## src/rtl/shift_piso_tx.sv

```systemverilog
// ----------------------------------------------------------------------------
// shift_piso_tx
//
// Parallel-in / serial-out transmitter with a one-word holding register.
// A word taken on the load handshake is shifted out LSB first, one bit per
// clock. While a word is shifting, one further word can be parked in the
// holding register. It then follows the current word with no idle gap.
//
// Parameters
//   N           data word width in bits (N >= 2)
//
// Ports
//   clk         single clock, all state changes on the rising edge
//   reset_n     asynchronous, active-low reset
//   d_in        parallel word to serialize
//   load_valid  d_in holds a word to send
//   load_ready  block can accept a word this cycle
//   s_out       serial data bit, LSB first
//   s_valid     s_out carries a live data bit
//   s_first     current bit is bit 0 of a word
//   word_done   current bit is bit N-1 of a word (one-cycle pulse)
// ----------------------------------------------------------------------------
module shift_piso_tx #(
    parameter int N = 4
) (
    input  logic         clk,
    input  logic         reset_n,
    input  logic [N-1:0] d_in,
    input  logic         load_valid,
    output logic         load_ready,
    output logic         s_out,
    output logic         s_valid,
    output logic         s_first,
    output logic         word_done
);

    localparam int            CW   = $clog2(N);
    localparam logic [CW-1:0] LAST = CW'(N - 1);

    typedef enum logic {
        IDLE  = 1'b0,
        SHIFT = 1'b1
    } state_t;

    state_t        state,     state_nxt;
    logic [N-1:0]  sreg,      sreg_nxt;
    logic [CW-1:0] cnt,       cnt_nxt;
    logic [N-1:0]  hold,      hold_nxt;
    logic          hold_full, hold_full_nxt;

    logic          accept;

    // The handshake depends only on the holding register. A word is accepted
    // even while the last bit of the current word is shifting out.
    assign accept = load_valid & ~hold_full;

    // NOTE: every signal written here gets a default first, so no path can
    // leave it unassigned and infer a latch.
    always_comb begin
        state_nxt     = state;
        sreg_nxt      = sreg;
        cnt_nxt       = cnt;
        hold_nxt      = hold;
        hold_full_nxt = hold_full;

        unique case (state)
            IDLE: begin
                if (accept) begin
                    sreg_nxt  = d_in;
                    cnt_nxt   = '0;
                    state_nxt = SHIFT;
                end
            end

            SHIFT: begin
                if (cnt != LAST) begin
                    sreg_nxt = sreg >> 1;
                    cnt_nxt  = cnt + CW'(1);
                    if (accept) begin
                        hold_nxt      = d_in;
                        hold_full_nxt = 1'b1;
                    end
                end else if (hold_full) begin
                    // The parked word follows on the very next bit slot.
                    sreg_nxt      = hold;
                    hold_full_nxt = 1'b0;
                    cnt_nxt       = '0;
                end else if (accept) begin
                    // Hold is empty and a word arrives on the last bit.
                    // Load it straight into the shifter so no gap appears.
                    sreg_nxt = d_in;
                    cnt_nxt  = '0;
                end else begin
                    state_nxt = IDLE;
                end
            end

            default: state_nxt = IDLE;
        endcase
    end

    // NOTE: state registers use non-blocking assignments. Every flop then
    // samples the pre-edge values of the others.
    // NOTE: all state, including the data registers, is reset. A reset
    // mid-word therefore leaves nothing behind that could leak out later.
    always_ff @(posedge clk or negedge reset_n) begin
        if (!reset_n) begin
            state     <= IDLE;
            sreg      <= '0;
            cnt       <= '0;
            hold      <= '0;
            hold_full <= 1'b0;
        end else begin
            state     <= state_nxt;
            sreg      <= sreg_nxt;
            cnt       <= cnt_nxt;
            hold      <= hold_nxt;
            hold_full <= hold_full_nxt;
        end
    end

    assign load_ready = ~hold_full;
    assign s_valid    = (state == SHIFT);
    assign s_out      = s_valid & sreg[0];
    assign s_first    = s_valid && (cnt == '0);
    assign word_done  = s_valid && (cnt == LAST);

endmodule

```

## config.mk

```make
export PLATFORM = sky130hd
export DESIGN_NAME = shift_piso_tx
export DESIGN_NICKNAME = d
export VERILOG_FILES = /design/src/rtl/shift_piso_tx.sv
export SDC_FILE = /design/constraint.sdc
export NUM_CORES = 1
export LEC_CHECK = 0
export ABC_AREA = 1
export BUFFER_PORTS_ARGS = -buffer_cell sky130_fd_sc_hd__buf_2
export CORE_MARGIN = 4
export CORE_UTILIZATION = 46
export DETAILED_ROUTE_END_ITERATION = 6
export PLACE_DENSITY_LB_ADDON = 0.25
export SYNTH_ARGS = -nofsm -noshare
export SYNTH_HDL_FRONTEND = slang
export SYNTH_SLANG_ARGS = --single-unit
```

## constraint.sdc

```tcl
create_clock -name clk -period 1.4 [get_ports clk]
set_input_delay 0.14 -clock clk [delete_from_list [all_inputs] [get_ports clk]]
set_output_delay 0.14 -clock clk [all_outputs]
set_load 0.02 [all_outputs]
```

# Word-level counts from Yosys, hierarchy flattened
# Index checks and enable logic that the tools add are counted.
dict set report classes {
  add_sub_neg 1
  multipliers 0
  div_mod_pow 0
  n_lt_le_gt_ge 0
  n_eq_ne 3
  shifts 0
  n_mux 14
  bitwise_logic 4
  reduce_logical 5
}
# cell count
set ops {}
lappend ops {{two-way mux 4 bit} 3}
lappend ops {{one-hot mux 4 bit (2 select lines)} 1}
lappend ops {{two-way mux 2 bit} 3}
lappend ops {{two-way mux 1 bit} 5}
lappend ops {{!= test 2 bit, second input constant} 2}
lappend ops {{one-hot mux 2 bit (2 select lines)} 1}
lappend ops {{AND reduction 3 bit} 1}
lappend ops {{adder 2 x 1 -> 2 bit, second input constant} 1}
lappend ops {{bitwise AND 1 bit} 2}
lappend ops {{== test 2 bit, second input constant} 1}
lappend ops {{logical AND 1 bit} 2}
lappend ops {{zero test 2 bit} 1}
lappend ops {{inverter 1 bit} 2}
lappend ops {{one-hot mux 1 bit (2 select lines)} 1}
lappend ops {{AND reduction 2 bit} 1}
dict set report word_totals {
  ff_bits 12
  latch_bits 0
  ramBits 0
  mem_bits_ro 0
  elab_cells 32
  n_memories 0
}

# Longest topological paths before layout
# Gate-level depths: netlist (run 1).
dict set report depth {
  depth_word 6
  mapped_depth 6
  depth_no_buf 6
}

# Least setup slack after synthesis (run 1)
# Ideal clock, no wire load.
dict set report synth_path {
  path_kind {register to register}
  from {register state, in the netlist s_valid}
  to {register hold[1]}
  setup_ps 117
  arrival_ps 1060
  required_time_ps 1283
  slack_ps 222
  path_stages_with_launch 7
  period_less_slack_ps 1178
  path_cell_list {dfrtp_1 buf_2 inv_2 nor2_4 nand2_1 nand2_1 nand2_1}
}
dict set report synth_between {
  elab_chain_len 1
}
# element line_no
set synth_rtl {}
lappend synth_rtl {{start: declaration} 45} ;# state_t state, state_nxt;
lappend synth_rtl {{start signal: assignment} 114} ;# state <= state_nxt;
lappend synth_rtl {{AND reduction 3 bit (no source line)} -}
lappend synth_rtl {{end signal: assignment} 117} ;# hold <= hold_nxt;
lappend synth_rtl {{end: declaration} 48} ;# logic [N-1:0] hold, hold_nxt;
# No other way between the ends.
# A chain may end at the register's enable or synchronous reset.

# Worst setup path after layout (run 1)
dict set report layout_path {
  from {register cnt[0]}
  to {output port s_first}
}
dict set report layout_between {
  elab_chain_len 2
}
# element line_no
set layout_rtl {}
lappend layout_rtl {{start: declaration} 47} ;# logic [CW-1:0] cnt, cnt_nxt;
lappend layout_rtl {{start signal: assignment} 116} ;# cnt <= cnt_nxt;
lappend layout_rtl {{zero test 2 bit} 125} ;# assign s_first = s_valid && (cnt == '0);
lappend layout_rtl {{logical AND 1 bit} 125}
lappend layout_rtl {{end: declaration} 33} ;# output logic s_first,
# No other way between the ends.

==> metrics.cfg, run 1 <==
[worst_setup_path]
path_max_fanout = 3
worstReg2RegStart = cnt[0]
worst_setup_path_start_kind = flip-flop
cp.arrival_ns = 1.23
crit_type = flip-flop to output pin
r2r_cells = 5
cp-end-kind = output pin
cp.required_ns = 1.26
reg2reg_to = cnt[0]
regToRegSetupSlack_ns = 0.19

[power]
p_total_mw = 1.944
p_leak_nw = 0.4601
p_per_area_nw_per_um2 = 2408
vdd_ir_drop_max_uv = 1079

[clock_network]
clock_path_buffers = 2
clkTransAtPathRegs_ns = 0.08
clk_latency_ns = 0.27
clockRootBuffer = clkbuf_4
numCtsBuffers = 3
ctsHtreeMaxLevel = 1
cts_tree = built
clock-sinks = 12

[timing]
fin_crit_ns = 1.366
setup-violations-final = 0
finalHoldViolCount = 0
fin_skew_ns = 0.006440
fin_tns_setup_ns = 0
slew_violations = 0
fmax_mhz = 732.1
slew_headroom_pct = 81.02
rsz0062_at_grt = yes
worst_slew_pin_slew_ns = 0.2847
finalCritPeriodShare_pct = 97.57

[global_route]
overflow = 0
grt_pass1_wl_um = 2428
grt_max_degree = 13
grt_pass1_vias = 541
grt_use_total_pct = 16.27
grt_antenna_before_repair = 0

[synth]
synth_top_family_by_area = simple AND/OR/NAND/NOR gates
synthCells = 85
syn_area_um2 = 674.4
synth_fa_ha_area_share_pct = 3.711
synth_area_leaders = dfrtp_1 45%, nand2_1 16%, nand3_1 7.4%, inv_1 6.1%, o211ai_1 4.5%
yosys_warnings = 0
synthMuxAreaShare_pct = 0
yosysSeqAreaShare_pct = 44.53
synth_compound_area_share_pct = 10.76
yosys.area_share.simple_pct = 28.76
synth_top_area_share_pct = 44.53
syn-num-nets = 94
synth.distinct_cells = 17
avgSynthCellArea_um2 = 7.934
ys_ff_latch = 12
yosysTopAreaCell = dfrtp_1
synth_xor_area_share_pct = 0

[run]
maxCapViolCount = 0

[routing]
drt_iter0_markers = 21
drcViolationCount = 0
detail_route.wl_per_cell_um = 13.03
vias = 601
wirelength_um = 1524
dr.pass1.iters = 4
ant_nets = 0
via_per_inst = 5.137

[cells_and_area]
multi_input_area_um2 = 304.0
n_fill_cell = 118
layout.nets = 112
final_cell_mix = 29 x nand2_1, 12 x dfrtp_1, 11 x buf_2
num_antenna_cells = 0
layout_commonest_cell = nand2_1
ff_latch_area_um2 = 300.3
finalInstanceArea_um2 = 807.0
final_layout_size_suffix_gt1_share_pct = 28.43
syn2layout_area_growth_pct = 19.67
utilization_pct = 60.51

[floorplanning]
die_w_um = 46.29
core_area_um2 = 1334
io-pin-count = 12
die_y_um = 46.29
num_rows = 13
start_util_pct = 50.56
dieArea_um2 = 2143

[hold_path]
holdPathEnd = hold[0]
hold_start = d_in[0]
holdPathStages = 3
hold_path.class = primary input to flip-flop

[place]
gp_congestion = 0.7705
place_area_um2 = 748.2
dpl.hpwl_um = 1078
portBuffers = 11

[status]
status = complete, no violations

critical path: stages (launching register included):
cell and delay (ns):
dfrtp_1 0.43, inv_2 0.08, ha_1 0.20, nand2_1 0.07, inv_2 0.03, buf_2 0.14
report_power, final:
part | switching [mW] | leakage [nW] | internal [mW]
registers | 0.110 | 0.148 | 0.509
clock network | 0.123 | 0.0210 | 0.158
logic | 0.665 | 0.291 | 0.379
sequential cells by signal (all words and copies together), names as in the netlist:
name / count
hold: 4
sreg: 4
cnt: 2
hold_full: 1
s_valid: 1
metrics by stage:
stage,setup slack (ns),instances,hold slack [ns]
4_1_cts,0.01753,117,0.1154
3_5_place_dp,0.1278,112,0.03634
3_3_place_gp,0.1646,112,0.03136
6_report,0.03402,117,0.1190
5_1_grt,-0.03503,117,0.1316
2_1_floorplan,0.2224,85,-0.1556
logic make-up after synthesis:
kind of cell / Yosys count
fa+ha+maj: 2
simple gates: 43
buf+inv: 17
flops: 12
compound gates: 11
cells in the mapped netlist:
master	instances
buf_12	1
o21ai_2	2
a21oi_1	1
inv_1	11
buf_2	2
nand2_4	1
nand3_1	10
nand4_1	1
inv_2	3
o21ai_0	3
dfrtp_1	12
ha_1	2
nor2_4	1
o21ai_1	1
nand2_2	1
nand2_1	29
o211ai_1	4
cell type report:
| type | count | share of cell area (%) |
|---|---|---|
| clock buffer | 4 | 4.496 |
| tap | 15 | 2.326 |
| inverter | 14 | 6.512 |
| multi-input combinational | 56 | 37.67 |
| sequential | 12 | 37.21 |
| timing repair buffer | 16 | 11.78 |
how the worst max path moves through the flow:
stage                        from  slack (ns)      end
after floorplan           s_valid        0.22  hold[1]
after global placement     cnt[1]        0.16   cnt[0]
final                      cnt[0]        0.03  s_first
after global routing       cnt[0]       -0.04  s_first
after detailed placement   cnt[1]        0.13   cnt[0]
after CTS                  cnt[0]        0.02  s_first
routing by layer:
layer	vias to the layer above	GRT usage (%)	wire length [um]
met5	-	0	0
met4	0	5.114	19
met3	4	3.516	95
met2	20	22.53	652
met1	270	24.70	756
li1	307	-	-
timing repair:
| item | 4_1_cts | 5_1_grt |
|---|---|---|
| setup buffers | 0 | 0 |
| gates resized for setup | 1 | 2 |
| endpoints found under the setup margin | 1 | 2 |
| hold buffers | 1 | 0 |
| hold endpoints to repair | 12 | 0 |
| pin swaps | 0 | 0 |
| gates cloned | 0 | 0 |
(Power assumes the default switching activity.)
==> inputs of run 2 (changes only) <==
--- a/config.mk
+++ b/config.mk
@@ -8,7 +8,7 @@
 export ABC_AREA = 1
 export BUFFER_PORTS_ARGS = -buffer_cell sky130_fd_sc_hd__buf_2
 export CORE_MARGIN = 4
-export CORE_UTILIZATION = 46
+export CORE_UTILIZATION = 36
 export DETAILED_ROUTE_END_ITERATION = 6
 export PLACE_DENSITY_LB_ADDON = 0.25
 export SYNTH_ARGS = -nofsm -noshare
==> run 2 against run 1 <==
Cell area is 3.7% higher. Critical endpoint is now word_done. Register-to-register slack worse by 0.04 ns. Critical path type unchanged. Clock power is 2% lower. Cell count is 9.4% higher. Worst setup slack better by 0.019 ns. Flip-flop and latch count stayed put. Clock-buffer cell count stayed put. Utilization is 13 points lower. Non-clock buffer count is 1 higher. Worst hold slack better by 0.0041 ns. Clock skew hardly changed.
==> metrics.cfg, run 2 (synthesized netlist as in run 1, its figures left out) <==
[power]
p_per_area_nw_per_um2 = 2346  ; -2.6%
vdd_ir_drop_max_uv = 1103  ; +2.3%
p_leak_nw = 0.4641  ; +0.88%

[timing]
rsz0062_at_grt = no
worst_slew_pin_slew_ns = 0.2629  ; -0.02182 ns
finalCritPeriodShare_pct = 96.19  ; -1.4 points
slew_violations = 0  ; unchanged
fin_ws_ns = 0.05337  ; +0.01936 ns
setup-violations-final = 0  ; unchanged
fin_tns_setup_ns = 0  ; unchanged
finalHoldViolCount = 0  ; unchanged
fin_skew_ns = 0.006606  ; +0.0001668 ns
fin_crit_ns = 1.347  ; -0.01936 ns
slew_headroom_pct = 82.47  ; +1.5 points
fmax_mhz = 742.6  ; +1.4%

[run]
maxCapViolCount = 0  ; unchanged

[cells_and_area]
n_fill_cell = 177  ; +50%
num_antenna_cells = 0  ; unchanged
top_regs = hold (4), sreg (4), cnt (2)
layout_commonest_cell = nand2_1
layout.nets = 113  ; +0.89%
syn2layout_area_growth_pct = 24.12
final_layout_size_suffix_gt1_share_pct = 31.07  ; +2.6 points
fin_cells = 128  ; +9.4%
final_cell_mix = 28 x nand2_1, 12 x dfrtp_1, 10 x inv_1, 10 x nand3_1, 9 x buf_2

[place]
dp.cells = 122  ; +8.9%
gp_congestion = 0.8246  ; +7.0%
dpl.hpwl_um = 1059  ; -1.7%
post-place-ws_ns = 0.09213  ; -0.03566 ns
portBuffers = 11  ; unchanged

[worst_setup_path]
path_cells = ha_4, nand2_1, inv_1, buf_4
path_max_fanout = 6  ; +3
crit_buf_inv = 2  ; -1
crit_type = flip-flop to output pin
crit_slowest_cell = dfrtp_1
cp.arrival_ns = 1.21  ; -0.02 ns
worstReg2RegStart = cnt[1]
worst_setup_path_start_kind = flip-flop
slowest_delay_ns = 0.44  ; about the same
critical_path.top_delay_family = flip-flops
cp-end-kind = output pin
critical_path.startpoint = cnt[1]
cp.required_ns = 1.26  ; about the same

[routing]
vias = 587  ; -2.3%
detail_route.wl_per_cell_um = 10.51  ; -19%
wirelength_um = 1345  ; -12%
via_per_inst = 4.586  ; -11%
ant_nets = 0  ; unchanged
dr.pass1.iters = 4  ; unchanged
drt_iter0_markers = 16  ; -24%
drcViolationCount = 0  ; unchanged

[clock_network]
clock_path_buffers = 2  ; unchanged
clock-sinks = 12  ; unchanged
cts_tree = built
clockRootBuffer = clkbuf_4
clk_latency_ns = 0.27  ; about the same
numCtsBuffers = 3  ; unchanged
ctsHtreeMaxLevel = 1  ; unchanged
clkTransAtPathRegs_ns = 0.08  ; about the same

[global_route]
grt_pass1_wl_um = 2366  ; -2.6%
grt_pass1_vias = 550  ; +1.7%
grt_use_total_pct = 11.97  ; -4.3 points
overflow = 0  ; unchanged
grt_max_degree = 13  ; unchanged
grt_antenna_before_repair = 0  ; unchanged

[floorplanning]
die_y_um = 51.28  ; +11%
die_w_um = 51.28  ; +11%
dieArea_um2 = 2630  ; +23%
num_rows = 15  ; +2
io-pin-count = 12  ; unchanged
start_util_pct = 38.64  ; -12 points
core_area_um2 = 1745  ; +31%

[hold_path]
hold_start = d_in[2]
hold_path.class = primary input to flip-flop

[status]
status = complete, no violations

run 2: changes by cell type in the layout (fill, tap and decap cells not counted), sizes merged:
cell	change
buf	+1
run 2: path summary, 6_finish.rpt:
path | endpoint | cells after the start | slack (ns)
worst max-delay path | word_done | 4 | 0.05
worst min-delay path | hold[2] | 3 | 0.12
worst max register to register | cnt[0] | 5 | 0.15
worst min register to register | hold[3] | 2 | 0.47
max in group asynchronous | sreg[0] | 2 | 0.92
min in group asynchronous | hold[1] | 2 | 0.26
run 2: final cells by class:
cell class              count  area, um2  area share, %
well taps                  25      31.28          3.737
repair buffers             17      107.6          12.85
flip-flops and latches     12      300.3          35.87
multi-input cells          56      309.0          36.92
inverters                  14      52.55          6.278
clock buffers               4      36.28          4.335
run 2: worst reg2reg max path: stages, from the launching register on:
cell and delay [ns]:
dfrtp_1 0.44, ha_4 0.19, inv_1 0.08, o21ai_2 0.23
nand2_2 0.11, o21ai_2 0.13
run 2: repair_timing:
action / CTS / global route
endpoints found under the hold margin: 12 / 0
pin swaps: 0 / 1
hold buffers: 1 / 0
gates cloned: 0 / 0
gates resized for setup: 1 / 6
setup buffers: 0 / 1
setup endpoints to repair: 1 / 2
run 2: report_power, final:
group	internal (mW)	switching [mW]	total (mW)	leakage (nW)
logic	0.421	0.647	1.07	0.295
clock network	0.158	0.117	0.274	0.0210
registers	0.509	0.113	0.622	0.148
run 2: metal layers:
| metal | vias to the layer above | GRT usage (%) | routed length, um |
|---|---|---|---|
| met3 | 2 | 1.749 | 58 |
| met1 | 259 | 17.49 | 652 |
| met4 | 0 | 5.240 | 14 |
| li1 | 305 | - | - |
| met2 | 21 | 17.38 | 620 |
| met5 | - | 0 | 0 |
run 2: per-stage QoR:
stage | total power, mW | hold WS [ns] | instance area [um2] | util, %
CTS | 1.896 | 0.1246 | 809.5 | 46.38
global placement | 1.604 | 0.03518 | 760.7 | 43.58
detailed placement | 1.612 | 0.03252 | 760.7 | 43.58
global route | 2.154 | 0.1502 | 837.1 | 47.96
finish | 1.964 | 0.1232 | 837.1 | 47.96
floorplan | 1.344 | -0.1556 | 674.4 | -
==> inputs of run 3 (changes only) <==
--- a/config.mk
+++ b/config.mk
@@ -5,9 +5,7 @@
 export SDC_FILE = /design/constraint.sdc
 export NUM_CORES = 1
 export LEC_CHECK = 0
-export ABC_AREA = 1
 export BUFFER_PORTS_ARGS = -buffer_cell sky130_fd_sc_hd__buf_2
-export CORE_MARGIN = 4
 export CORE_UTILIZATION = 36
 export DETAILED_ROUTE_END_ITERATION = 6
 export PLACE_DENSITY_LB_ADDON = 0.25
==> run 3 against run 2 <==
Wire length increased by 0.82%. Clock power about the same. Sequential power increased by 4.8%. Cell area increased by 3.7%. Worst hold slack got worse by 0.0099 ns. Combinational power increased by 7%. Critical endpoint unchanged. Largest power group unchanged. First-iteration DRC count decreased by 63%. Via count decreased by 12%. Total power increased by 5.7%. Flip-flop and latch count unchanged. Area after synthesis decreased by 5.8%.
==> metrics.cfg, run 3 <==
[status]
status = complete, no violations

[clock_network]
clkTransAtPathRegs_ns = 0.07  ; about the same
numCtsBuffers = 3  ; unchanged
clk_latency_ns = 0.27  ; about the same
cts_tree = built
ctsHtreeMaxLevel = 1  ; unchanged
clock-sinks = 12  ; unchanged
clockRootBuffer = clkbuf_4
clock_path_buffers = 2  ; unchanged

[worst_setup_path]
reg2reg_to = cnt[1]
cp.arrival_ns = 1.25  ; +0.04 ns
crit_type = flip-flop to output pin
cp.required_ns = 1.26  ; about the same
path_max_fanout = 3  ; -3
regToRegSetupSlack_ns = 0.04  ; -0.11 ns
r2r_cells = 6  ; +1
cp-end-kind = output pin
worst_setup_path_start_kind = flip-flop
worstReg2RegStart = cnt[0]

[hold_path]
holdPathStages = 2  ; -1
hold_start = d_in[1]
holdPathEnd = hold[1]
hold_path.class = primary input to flip-flop

[cells_and_area]
ff_latch_area_um2 = 301.5  ; +0.42%
top_regs = hold (4), sreg (4), cnt (2)
n_fill_cell = 148  ; -16%
syn2layout_area_growth_pct = 36.61
final_cell_mix = 11 x dfrtp_1, 9 x buf_2, 8 x buf_4
multi_input_area_um2 = 324.1  ; +4.9%
fin_cells = 95  ; -26%
final_layout_size_suffix_gt1_share_pct = 50.63  ; +20 points
layout.nets = 89  ; -21%
num_antenna_cells = 0  ; unchanged
layout_commonest_cell = dfrtp_1

[floorplanning]
dieArea_um2 = 1938  ; -26%
start_util_pct = 40.32  ; +1.7 points
core_area_um2 = 1577  ; -9.7%
die_y_um = 44.02  ; -14%
num_rows = 14  ; -1
io-pin-count = 12  ; unchanged
die_w_um = 44.02  ; -14%

[routing]
wirelength_um = 1356  ; +0.82%
drt_iter0_markers = 6  ; -10
detail_route.wl_per_cell_um = 14.27  ; +36%
via_per_inst = 5.421  ; +18%
dr.pass1.iters = 6  ; +2
drcViolationCount = 0  ; unchanged
ant_nets = 0  ; unchanged
vias = 515  ; -12%

[synth]
synthCells = 55  ; -35%
synth_top_area_share_pct = 47.24  ; +2.7 points
async_flop_share_pct = 100.0  ; unchanged
yosys.area_share.simple_pct = 14.57  ; -14 points
syn_area_um2 = 635.6  ; -5.8%
synth_area_leaders = dfrtp_1 47%, mux2_4 9.4%, mux2i_1 6.3%, ha_1 3.9%, a22oi_1 3.5%
synth_most_common_cell = dfrtp_1
avgSynthCellArea_um2 = 11.56  ; +46%
yosys_warnings = 0  ; unchanged
ys_ff_latch = 12  ; unchanged
synth_compound_area_share_pct = 12.99  ; +2.2 points
yosysTopAreaCell = dfrtp_1
yosysSeqAreaShare_pct = 47.24  ; +2.7 points
synthFlopType = dfrtp_1
ys_top_cells_by_count = 12 x dfrtp_1, 4 x inv_1, 4 x mux2_4, 4 x mux2i_1
synth.distinct_cells = 24  ; +7
synth_top_family_by_area = multiplexers
synth_xor_area_share_pct = 0  ; unchanged
synthMuxAreaShare_pct = 15.75  ; +16 points
syn-num-nets = 64  ; -32%
synth_fa_ha_area_share_pct = 3.937  ; +0.23 points
synth_edf_count = 0  ; unchanged

[timing]
worst_slew_pin_slew_ns = 0.2679  ; +0.005021 ns
finalHoldViolCount = 0  ; unchanged
fin_crit_ns = 1.392  ; +0.04492 ns
fmax_mhz = 718.6  ; -3.2%
fin_skew_ns = 0.001403  ; -0.005203 ns
slew_headroom_pct = 82.14  ; -0.33 points
fin_tns_setup_ns = 0  ; unchanged
slew_violations = 0  ; unchanged
setup-violations-final = 0  ; unchanged
rsz0062_at_grt = yes
finalCritPeriodShare_pct = 99.40  ; +3.2 points

[place]
dp.cells = 86  ; -30%
portBuffers = 11  ; unchanged
dpl.hpwl_um = 935.1  ; -12%
gp_congestion = 0.7359  ; -11%

[power]
p_per_area_nw_per_um2 = 2392  ; +1.9%
p_leak_nw = 0.4388  ; -5.5%
vdd_ir_drop_max_uv = 1145  ; +3.8%

[global_route]
grt_use_total_pct = 16.68  ; +4.7 points
grt_max_degree = 13  ; unchanged
grt_pass1_wl_um = 2256  ; -4.6%
grt_pass1_vias = 512  ; -6.9%
grt_antenna_before_repair = 0  ; unchanged
overflow = 0  ; unchanged

[run]
maxCapViolCount = 0  ; unchanged

[run 3: changes by cell type after synthesis, sizes merged, moves of 3 or more]
cell | before | now
a22oi | 0 | 3
and2 | 0 | 3
inv | 14 | 4
mux2 | 0 | 4
mux2i | 0 | 4
nand2 | 31 | 2
nand3 | 10 | 0
o211ai | 4 | 1
o21ai | 6 | 2
o22ai | 0 | 3
[run 3: through the flow]
step	hold WS [ns]	instance area, um2	worst slack, ns	utilization, %	total power, mW
floorplan	-0.1556	651.9	-0.01114	-	1.332
global placement	0.03584	753.2	0.06018	47.78	1.603
detailed placement	0.03319	753.2	0.03585	47.78	1.619
CTS	0.1047	834.6	0.0002131	52.94	1.983
global route	0.1002	868.3	-0.04743	55.08	2.233
finish	0.1132	868.3	0.008452	55.08	2.077
[run 3: logic make-up after synthesis]
kind of cell / after synthesis
AOI/OAI and AO/OA: 12
adders and majority gates: 2
buffers and inverters: 7
DFF: 12
muxes: 8
and+or+nand+nor: 14
[run 3: worst max path at each step]
stage,from,cells after the start,end
after floorplan,cnt[0],5,hold[0]
after global placement,cnt[1],4,hold[2]
after detailed placement,cnt[1],4,hold[2]
after CTS,cnt[0],4,word_done
after global routing,cnt[1],4,word_done
final,cnt[0],4,word_done
[run 3: worst max-delay path, stage by stage (launching register included)]
cell     delay, ns
dfrtp_1       0.40
ha_2          0.20
buf_6         0.11
and2_4        0.15
buf_6         0.12
[run 3: where the power goes]
part	internal (mW)	switching, mW	leakage [nW]
logic	0.654	0.499	0.277
registers	0.521	0.132	0.141
clock network	0.158	0.114	0.0210
total	1.33	0.745	0.439
[run 3: routing by layer]
metal	vias up	share of wire [%]	GRT usage, %
met1	252	44	20.05
li1	248	-	-
met3	2	3.5	7.347
met2	13	52	26.18
met5	-	0	0
met4	0	0.37	6.667
[run 3: layout make-up]
type / count / area share (%)
Timing Repair Buffer: 23 / 19.74
Inverter: 4 / 1.729
Sequential cell: 12 / 34.73
Clock buffer: 4 / 4.179
Multi-Input combinational cell: 36 / 37.32
Tap cell: 16 / 2.305
[run 3: what timing repair did]
item,4_1_cts,5_1_grt
endpoints found under the hold margin,12,0
setup endpoints to repair,1,5
resized for setup,4,9
pin swaps,1,2
hold buffers,1,0
buffers inserted,3,1
